[src/rtl/ajuste_hora_ctrl.sv]
// Time-set controller: button presses -> field select, up/down pulses with auto-repeat, 12/24 h flag.
// Define BLINK_EN to build the edit-mode blink generator; otherwise blink is held high.
module ajuste_hora_ctrl #(
    parameter int NFIELD     = 3,
    parameter int CNT_W      = 30,
    parameter int RPT_START  = 50000000,
    parameter int RPT_PERIOD = 10000000,
    parameter int TIMEOUT    = 1000000000,
    parameter int BLINK_HALF = 25000000
) (
    input  logic       clk,
    input  logic       reset,
    input  logic       btn_mode,
    input  logic       btn_up,
    input  logic       btn_down,
    input  logic       btn_fmt,
    output logic [3:0] en_count,
    output logic       enUP,
    output logic       enDOWN,
    output logic       formato_hora,
    output logic       edit_active,
    output logic       blink
);

    typedef enum logic [1:0] {S_RUN, S_EDIT, S_HOLD, S_REPEAT} state_t;

    localparam logic [CNT_W-1:0] START_LAST   = CNT_W'(RPT_START - 1);
    localparam logic [CNT_W-1:0] PERIOD_LAST  = CNT_W'(RPT_PERIOD - 1);
    localparam logic [CNT_W-1:0] TIMEOUT_LAST = CNT_W'(TIMEOUT - 1);
    localparam logic [3:0]       LAST_FIELD   = 4'(NFIELD);

    state_t           state;
    logic [CNT_W-1:0] timer;
    logic             dir_up;
    logic             mode_q;
    logic             up_q;
    logic             down_q;
    logic             fmt_q;
    logic             press_mode;
    logic             press_up;
    logic             press_down;
    logic             press_fmt;
    logic             dir_held;
    logic             pulse_busy;
    logic             fire_up;
    logic             fire_down;
    logic             timed_out;

    assign press_mode = btn_mode & ~mode_q;
    assign press_up   = btn_up & ~up_q;
    assign press_down = btn_down & ~down_q;
    assign press_fmt  = btn_fmt & ~fmt_q;
    assign dir_held   = dir_up ? btn_up : btn_down;
    assign pulse_busy = enUP | enDOWN;

    // Pulse and timeout decisions; a mode press always wins and suppresses any pulse.
    always_comb begin
        fire_up   = 1'b0;
        fire_down = 1'b0;
        timed_out = 1'b0;
        case (state)
            S_EDIT: begin
                if (!press_mode) begin
                    fire_up   = press_up & ~press_down;
                    fire_down = press_down & ~press_up;
                    timed_out = ~press_up & ~press_down & (timer >= TIMEOUT_LAST);
                end
            end
            S_HOLD: begin
                if (!press_mode && dir_held && !pulse_busy && (timer >= START_LAST)) begin
                    fire_up   = dir_up;
                    fire_down = ~dir_up;
                end
            end
            S_REPEAT: begin
                if (!press_mode && dir_held && !pulse_busy && (timer >= PERIOD_LAST)) begin
                    fire_up   = dir_up;
                    fire_down = ~dir_up;
                end
            end
            default: begin
            end
        endcase
    end

    always_ff @(posedge clk) begin
        if (!reset) begin
            state        <= S_RUN;
            timer        <= '0;
            dir_up       <= 1'b0;
            mode_q       <= 1'b0;
            up_q         <= 1'b0;
            down_q       <= 1'b0;
            fmt_q        <= 1'b0;
            en_count     <= 4'd0;
            enUP         <= 1'b0;
            enDOWN       <= 1'b0;
            formato_hora <= 1'b0;
            edit_active  <= 1'b0;
        end else begin
            mode_q <= btn_mode;
            up_q   <= btn_up;
            down_q <= btn_down;
            fmt_q  <= btn_fmt;
            enUP   <= fire_up;
            enDOWN <= fire_down;
            if (press_fmt) begin
                formato_hora <= ~formato_hora;
            end
            case (state)
                S_RUN: begin
                    if (press_mode) begin
                        state       <= S_EDIT;
                        en_count    <= 4'd1;
                        edit_active <= 1'b1;
                        timer       <= '0;
                    end
                end
                S_EDIT: begin
                    if (press_mode) begin
                        timer <= '0;
                        if (en_count >= LAST_FIELD) begin
                            state       <= S_RUN;
                            en_count    <= 4'd0;
                            edit_active <= 1'b0;
                        end else begin
                            en_count    <= en_count + 4'd1;
                            edit_active <= 1'b1;
                        end
                    end else if (fire_up || fire_down) begin
                        state  <= S_HOLD;
                        dir_up <= fire_up;
                        timer  <= '0;
                    end else if (press_up || press_down) begin
                        timer <= '0;
                    end else if (timed_out) begin
                        state       <= S_RUN;
                        en_count    <= 4'd0;
                        edit_active <= 1'b0;
                        timer       <= '0;
                    end else if (timer != '1) begin
                        timer <= timer + CNT_W'(1);
                    end
                end
                // S_HOLD and S_REPEAT share everything except the threshold used above.
                default: begin
                    if (press_mode) begin
                        timer <= '0;
                        if (en_count >= LAST_FIELD) begin
                            state       <= S_RUN;
                            en_count    <= 4'd0;
                            edit_active <= 1'b0;
                        end else begin
                            state       <= S_EDIT;
                            en_count    <= en_count + 4'd1;
                            edit_active <= 1'b1;
                        end
                    end else if (!dir_held) begin
                        state <= S_EDIT;
                        timer <= '0;
                    end else if (fire_up || fire_down) begin
                        state <= S_REPEAT;
                        timer <= '0;
                    end else if (timer != '1) begin
                        timer <= timer + CNT_W'(1);
                    end
                end
            endcase
        end
    end

`ifdef BLINK_EN
    localparam logic [CNT_W-1:0] BLINK_LAST = CNT_W'(BLINK_HALF - 1);

    logic [CNT_W-1:0] blink_cnt;
    logic             field_chg;

    assign field_chg = press_mode | timed_out;

    // Any pulse or field change shows the digits solid and restarts the half-period.
    always_ff @(posedge clk) begin
        if (!reset) begin
            blink     <= 1'b1;
            blink_cnt <= '0;
        end else if (field_chg || fire_up || fire_down || !edit_active) begin
            blink     <= 1'b1;
            blink_cnt <= '0;
        end else if (blink_cnt >= BLINK_LAST) begin
            blink     <= ~blink;
            blink_cnt <= '0;
        end else begin
            blink_cnt <= blink_cnt + CNT_W'(1);
        end
    end
`else
    // Constant high; BLINK_HALF only matters when the blink generator is built in.
    assign blink = (BLINK_HALF > 0) | 1'b1;
`endif

endmodule

[config.mk]
export PLATFORM = sky130hd
export DESIGN_NAME = ajuste_hora_ctrl
export DESIGN_NICKNAME = d
export VERILOG_FILES = /design/src/rtl/ajuste_hora_ctrl.sv
export SDC_FILE = /design/constraint.sdc
export NUM_CORES = 1
export LEC_CHECK = 0
export CAP_MARGIN = 20
export CORE_MARGIN = 1.5
export CORE_UTILIZATION = 50
export CTS_BUF_LIST = sky130_fd_sc_hd__clkbuf_16
export DETAILED_ROUTE_END_ITERATION = 16
export PLACE_DENSITY = 0.69
export SLEW_MARGIN = 20
export SYNTH_ARGS = -nofsm -noshare
export SYNTH_HDL_FRONTEND = slang
export SYNTH_SLANG_ARGS = --single-unit
export TNS_END_PERCENT = 10
[constraint.sdc]
create_clock -name clk -period 4.2 [get_ports clk]
set_input_delay 0.63 -clock clk [delete_from_list [all_inputs] [get_ports clk]]
set_output_delay 0.63 -clock clk [all_outputs]
set_load 0.03 [all_outputs]
==> impl_metrics.csv, run 1 <==
group,metric,value,unit
status,result_of_the_run,"finished, final reports clean",
synthesis,synth-async-reset-ratio,0,%
worst_setup_path,timing.critical_path.arrival,3.26,ns
power,cellLeakagePower,0.999,nW
clock_network,clock_path_buffers,2,
global_routing,grt_util_all_layers,22.0,%
layout,instances_no_fill,423,
power,seq_power_share,48.6,%
floorplan,die_area,0.00572,mm2
worst_setup_path,critical_path_buf_inv_count,1,
layout,ff_latch_area,901,um2
floorplan,core,0.00511,mm2
power,power.switching,0.222,mW
clock_network,cts_post_setup_buffers_inserted,0,
clock_network,cts_root_buffer,"sky130_fd_sc_hd__clkbuf_16",
worst_setup_path,critical_path.cell_chain,"or4_1, or4_1, a21oi_2, a211oi_1, nor4b_4, buf_4, or4b_1, nand3_1",
sta,tightestPinTransition,0.914,ns
layout,share_of_post_route_cells_with_drive_strength_above_1,3.97,%
clock_network,tritoncts.num_buffers,5,
layout,layout.nets,360,
drt,detail_route.drc_violations,0,
layout,antenna_cells_inserted,0,
synthesis,post_synth_num_cell_types,51,
clock_network,htreeDepth,2,
power,switching_share,24.5,%
drt,detailroute.via_count,2538,
layout,multi_input_comb_area,0.00160,mm2
placed_design,place.port_buffers,13,
synthesis,synth.yosys.seq_area_share,34.2,%
layout,final_design_area_no_fill,0.00291,mm2
synthesis,syn_avg_cell_area,7.43,um2
sta,setup_repair_after_global_routing_missed_its_margin,"no",
power,power,0.908,mW
sta,layout_worst_path_cycle_share,71.9,%
floorplan,die_y,75.6,um
drt,drtPass1Iterations,4,
power,power_report.internal_total,0.685,mW
synthesis,yosys_register_bits,45,
global_routing,grt_max_degree,55,
worst_setup_path,worstSetupEndpointType,"flop",
worst_setup_path,worst_path_dominant_cell_family,"simple AND/OR/NAND/NOR gates",
power,clockPowerShare,43.3,%
worst_setup_path,worst_path_most_repeated_cell,"sky130_fd_sc_hd__or4_1",
hold_path,holdCritPathClass,"reg -> reg",
clock_network,clk_transition_reported_paths,0.07,ns
sta,slew_viol_final,0,
layout,fillCellCount,490,
global_routing,grt_antenna_before_repair,0,
power,p_per_area,312,mW/mm2
placed_design,finalWeightedCongestion,0.884,
synthesis,synth_nets,363,
synthesis,postSynthCellCount,355,
power,pwr-share-comb,8.1,%
floorplan,placementRows,26,
clock_network,insertion_delay,0.29,ns
drt,postRouteWirelength,6.00,mm
layout,layout-area-overhead-vs-synth,10.2,%
drt,detail_route.iter0.violations,169,
placed_design,dp_cells,415,
floorplan,chipWidth,75.6,um
layout,biggestRegsByFlops,"timer: 30 flops, en_count: 4 flops, state: 2 flops",
global_routing,grt_overflow,0,
layout,register_with_the_most_flip_flops,"timer",
layout,number_of_flip_flops_in_the_largest_register,30,
sta,final_count_of_hold_timing_violations,0,
worst_setup_path,worst-path-max-fanout,54,
global_routing,grt_pass1_vias,2081,
worst_setup_path,crit_type,"reg -> reg",
placed_design,dpl-instance-area,0.00276,mm2
sta,worst_slew_margin_rel,38.5,%
sta,setup_viol_count_final,0,
clock_network,tritoncts_num_sinks,45,
sta,final_min_period,3.02,ns
drt,antenna_violating_nets_post_route,0,
floorplan,floorplan.initialDensity,51.6,%
clock_network,cts_tree,"done",
power,vdd.ir_drop.worst,0.000182,V
placed_design,dp_hpwl,4.21,mm
worst_setup_path,worst_path_largest_cell_delay,0.55,ns
synthesis,postSynth.topFlopCell,"sky130_fd_sc_hd__dfxtp_1",
synthesis,synth_area,0.00264,mm2
synthesis,post_synth_edffs,0,
floorplan,io_pins,15,
drt,route.detailed.vias_per_inst,6.00,
synthesis,yosys_warnings,0,
worst_setup_path,required,4.44,ns
clock_network,post_cts_hold_buffer_count,0,
sta,clock_skew,0.00818,ns
sta,max_clock_freq,331,MHz
worst_setup_path,start_kind,"flop",
clock_network,post_cts.resized_instances,0,
sta,timing.setup.tns,0,ns
layout,final_core_util,56.9,%
worst_setup_path,cpMaxStageDelayCell,"sky130_fd_sc_hd__or4_1",
global_routing,grt_pass1_wl,9.65,mm
drt,wire_per_inst,14.2,um
job,max_cap_violations,0,
metrics by stage:
stage                     hold slack, ns  setup slack [ns]
after floorplan                    0.456              1.68
after global placement             0.473              1.07
after detailed placement           0.488             0.972
after CTS                          0.499              1.19
after global routing               0.522              1.06
final                              0.495              1.18
Yosys cell counts (all sizes together) (2+ instances only):
master,n,area [um2]
a21boi,4,30.0
nor3,10,50.1
and2,7,43.8
clkbuf,17,63.8
or4,5,37.5
nand2,49,184
mux2i,3,30.0
nand2b,11,68.8
nor2b,5,31.3
and3,13,81.3
o22ai,2,12.5
or4b,2,20.0
buf,7,38.8
nand3,28,140
nand3b,2,15.0
a31oi,16,100
o21a,5,37.5
inv,8,30.0
o21ai,26,130
nor4,8,50.1
a211oi,2,15.0
nor2,14,52.6
and4,2,17.5
dfxtp,45,901
or3,4,25.0
a21oi,28,144
o31ai,3,22.5
ha,2,25.0
a41oi,5,43.8
nand4,5,31.3
final cells by class:
| class | instances | share of cell area [%] |
|---|---|---|
| flip-flops and latches | 45 | 31.0 |
| multi-input cells | 278 | 55.2 |
| clock inverters | 3 | 0.732 |
| well taps | 70 | 3.01 |
| repair buffers | 14 | 4.74 |
| inverters | 8 | 1.03 |
| clock buffers | 5 | 4.31 |
logic make-up after synthesis:
family	count (synthesis)	share of synthesized area [%]
AOI/OAI and AO/OA	100	23.5
muxes	4	1.57
DFF	45	34.2
other	1	0.142
buffers and inverters	32	5.03
and+or+nand+nor	169	34.0
xor gates and xnor gates	2	0.665
adders and majority gates	2	0.949
worst min-delay path: stages (launching register included):
cell and delay, ns:
sky130_fd_sc_hd__dfxtp_1 0.32, sky130_fd_sc_hd__nand2_1 0.05, sky130_fd_sc_hd__a21boi_0 0.07
placed cells by master (no fill, tap or decap), drive strengths merged, types with 7 or more instances in the layout:
cell type and instances:
nand2 49, dfxtp 45, nand3 28, a21oi 28, o21ai 26, a31oi 16, nor2 14, and3 13
clkdlybuf4s50 13, nand2b 11, nor3 10, inv 9, nor4 8, and2 7
power groups by stage:
| stage | clock network (mW) | registers [mW] | logic [mW] |
|---|---|---|---|
| floorplan | 0 | 0.454 | 0.0491 |
| global placement | 0 | 0.451 | 0.0736 |
| detailed placement | 0 | 0.451 | 0.0736 |
| CTS | 0.401 | 0.441 | 0.0741 |
| global route | 0.416 | 0.442 | 0.0818 |
| finish | 0.393 | 0.441 | 0.0739 |
layer usage:
layer | track usage (%) | wire length, um
met2 | 34.2 | 2590
met1 | 31.1 | 3150
met5 | 0 | 0
met3 | 4.50 | 189
met4 | 6.15 | 70
path summary, 6_finish.rpt:
check	to	from	slack, ns	cells after the start
worst max-delay path	timer[4]$_SDFFE_PN0P_	timer[26]$_SDFFE_PN0P_	1.18	8
worst min-delay path	en_count[1]$_SDFFE_PN0P_	en_count[1]$_SDFFE_PN0P_	0.50	2
worst max register to register	timer[4]$_SDFFE_PN0P_	timer[26]$_SDFFE_PN0P_	1.18	8
worst min register to register	en_count[1]$_SDFFE_PN0P_	en_count[1]$_SDFFE_PN0P_	0.50	2
No activity file was read; power rests on OpenSTA's default activity.
==> inputs of run 2 (changes only) <==
==> constraint.sdc (replaced) <==
create_clock -name clk -period 2.9 [get_ports clk]
set_input_delay 0.435 -clock clk [delete_from_list [all_inputs] [get_ports clk]]
set_output_delay 0.435 -clock clk [all_outputs]
set_load 0.03 [all_outputs]
==> impl_metrics.csv, run 2 (synthesized netlist as in run 1, its figures left out) <==
group,metric,value,unit
power,vdd.ir_drop.worst,0.000340,V
drt,detail_route.iter0.violations,258,
worst_setup_path,critical_path.cell_chain,"or4b_2, nor4_1, nand3_1, a211oi_1, buf_4, nor4b_4, buf_4, clkbuf_16, and3_1, a221o_1",
worst_setup_path,required,3.07,ns
clock_network,clk_transition_reported_paths,0.06,ns
worst_setup_path,critical_path.reg2reg.endpoint,"timer[12]$_SDFFE_PN0P_",
drt,route.met2.wl,3.04,mm
clock_network,insertion_delay,0.28,ns
floorplan,floorplan.initialDensity,51.6,%
sta,slew_viol_final,0,
worst_setup_path,cpMaxStageDelayCell,"sky130_fd_sc_hd__or4b_2",
sta,setup_viol_count_final,0,
drt,met3RoutedLength,480,um
placed_design,finalWeightedCongestion,0.885,
global_routing,grt_overflow,0,
clock_network,clock_path_buffers,2,
sta,layout_worst_path_cycle_share,99.7,%
drt,detail_route.drc_violations,0,
floorplan,placementRows,26,
layout,number_of_flip_flops_in_the_largest_register,30,
placed_design,place.port_buffers,13,
worst_setup_path,critical_path_buf_inv_count,3,
layout,final_design_area_no_fill,0.00312,mm2
global_routing,grt_pass1_vias,2159,
floorplan,die_y,75.6,um
sta,final_count_of_hold_timing_violations,0,
sta,worst_slew_margin_rel,47.9,%
hold_path,timing.hold.worst_endpoint,"timer[1]$_SDFFE_PN0P_",
clock_network,cts_root_buffer,"sky130_fd_sc_hd__clkbuf_16",
worst_setup_path,crit_start,"timer[15]$_SDFFE_PN0P_",
sta,max_clock_freq,346,MHz
worst_setup_path,worst_path_dominant_cell_family,"simple AND/OR/NAND/NOR gates",
drt,routedLengthMet1,3.20,mm
worst_setup_path,worst-path-max-fanout,20,
layout,layout.nets,381,
layout,layout-area-overhead-vs-synth,18.5,%
drt,detailroute.via_count,2699,
floorplan,core,0.00511,mm2
drt,antenna_violating_nets_post_route,0,
hold_path,holdCritPathClass,"reg -> reg",
worst_setup_path,crit_type,"reg -> reg",
sta,clock_skew,0.00258,ns
placed_design,dpl-instance-area,0.00288,mm2
worst_setup_path,worst_path_largest_cell_delay,0.64,ns
placed_design,dp_cells,430,
power,cellLeakagePower,1.13,nW
worst_setup_path,worstSetupEndpointType,"flop",
hold_path,timing.hold.worst.start,"timer[1]$_SDFFE_PN0P_",
hold_path,worst_hold_path.num_cells,2,
sta,tightestPinTransition,0.775,ns
layout,antenna_cells_inserted,0,
layout,register_with_the_most_flip_flops,"timer",
worst_setup_path,worst_path_most_repeated_cell,"sky130_fd_sc_hd__buf_4",
layout,biggestRegsByFlops,"timer: 30 flops, en_count: 4 flops, state: 2 flops",
worst_setup_path,critical_path.reg2reg.startpoint,"timer[15]$_SDFFE_PN0P_",
floorplan,chipWidth,75.6,um
sta,final_min_period,2.89,ns
floorplan,io_pins,15,
worst_setup_path,worst-r2r-setup-slack,0.007,ns
job,max_cap_violations,0,
placed_design,dp_worst_setup_slack,0.138,ns
drt,drtPass1Iterations,5,
clock_network,tritoncts_num_sinks,45,
global_routing,grt_util_all_layers,23.5,%
placed_design,dp_hpwl,4.53,mm
sta,fin_worst_hold_slack,0.492,ns
global_routing,grt_pass1_wl,10.3,mm
clock_network,post_cts_hold_buffer_count,0,
global_routing,grt_max_degree,41,
layout,layout.cells.most_common,"sky130_fd_sc_hd__nand2_1",
drt,wire_per_inst,15.3,um
clock_network,htreeDepth,2,
layout,most_frequent_cells_in_the_layout,"49 x sky130_fd_sc_hd__nand2_1, 44 x sky130_fd_sc_hd__dfxtp_1, 28 x sky130_fd_sc_hd__nand3_1, 27 x sky130_fd_sc_hd__a21oi_1, 25 x sky130_fd_sc_hd__o21ai_0",
worst_setup_path,timing.critical_path.arrival,3.06,ns
drt,routed.top_layer,"met4",
power,p_per_area,418,mW/mm2
status,result_of_the_run,"finished, final reports clean",
drt,postRouteWirelength,6.78,mm
worst_setup_path,rr_worst_depth,10,
sta,timing.setup.tns,0,ns
sta,fin_ws,0.00730,ns
drt,route.detailed.vias_per_inst,6.08,
layout,instances_no_fill,444,
clock_network,tritoncts.num_buffers,5,
layout,final_core_util,61.1,%
floorplan,die_area,0.00572,mm2
global_routing,grt_antenna_before_repair,0,
layout,share_of_post_route_cells_with_drive_strength_above_1,10.2,%
power,power,1.31,mW
worst_setup_path,start_kind,"flop",
clock_network,cts_tree,"done",
[run 2: what timing repair did]
| item | in CTS | in global routing |
|---|---|---|
| resized for setup | 0 | 5 |
| endpoints found under the setup margin | 0 | 3 |
| buffers inserted | 0 | 4 |
[run 2: worst max path at each step]
stage	end	slack [ns]	depth (start not counted)
detailed placement	timer[4]$_SDFFE_PN0P_	0.14	9
global route	timer[12]$_SDFFE_PN0P_	-0.11	10
CTS	timer[4]$_SDFFE_PN0P_	0.12	9
floorplan	timer[4]$_SDFFE_PN0P_	0.38	7
finish	timer[12]$_SDFFE_PN0P_	0.007	10
global placement	timer[4]$_SDFFE_PN0P_	0.15	9
[run 2: cell type report]
cell class,instances,area [um2]
Inverter,8,30.0
Clock inverter,3,17.5
Tap cell,70,87.6
Timing Repair Buffer,35,343
Sequential cell,45,902
Multi-Input combinational cell,278,1620
Clock buffer,5,125
Fill cell,469,1980
[run 2: routing by layer]
layer | vias up | global-route usage (%)
met5 | - | 0
met4 | 0 | 7.34
met3 | 6 | 3.57
met2 | 98 | 33.8
met1 | 1250 | 35.7
li1 | 1345 | -
[run 2: power by group]
part	switching, mW	total (mW)	internal, mW
Combinational	0.0691	0.122	0.0533
Clock	0.229	0.545	0.316
Sequential	0.0104	0.639	0.629
[run 2: worst min-delay path: stages, from the launching register on]
cell	delay, ns
sky130_fd_sc_hd__dfxtp_1	0.32
sky130_fd_sc_hd__inv_1	0.05
sky130_fd_sc_hd__o21ai_0	0.07
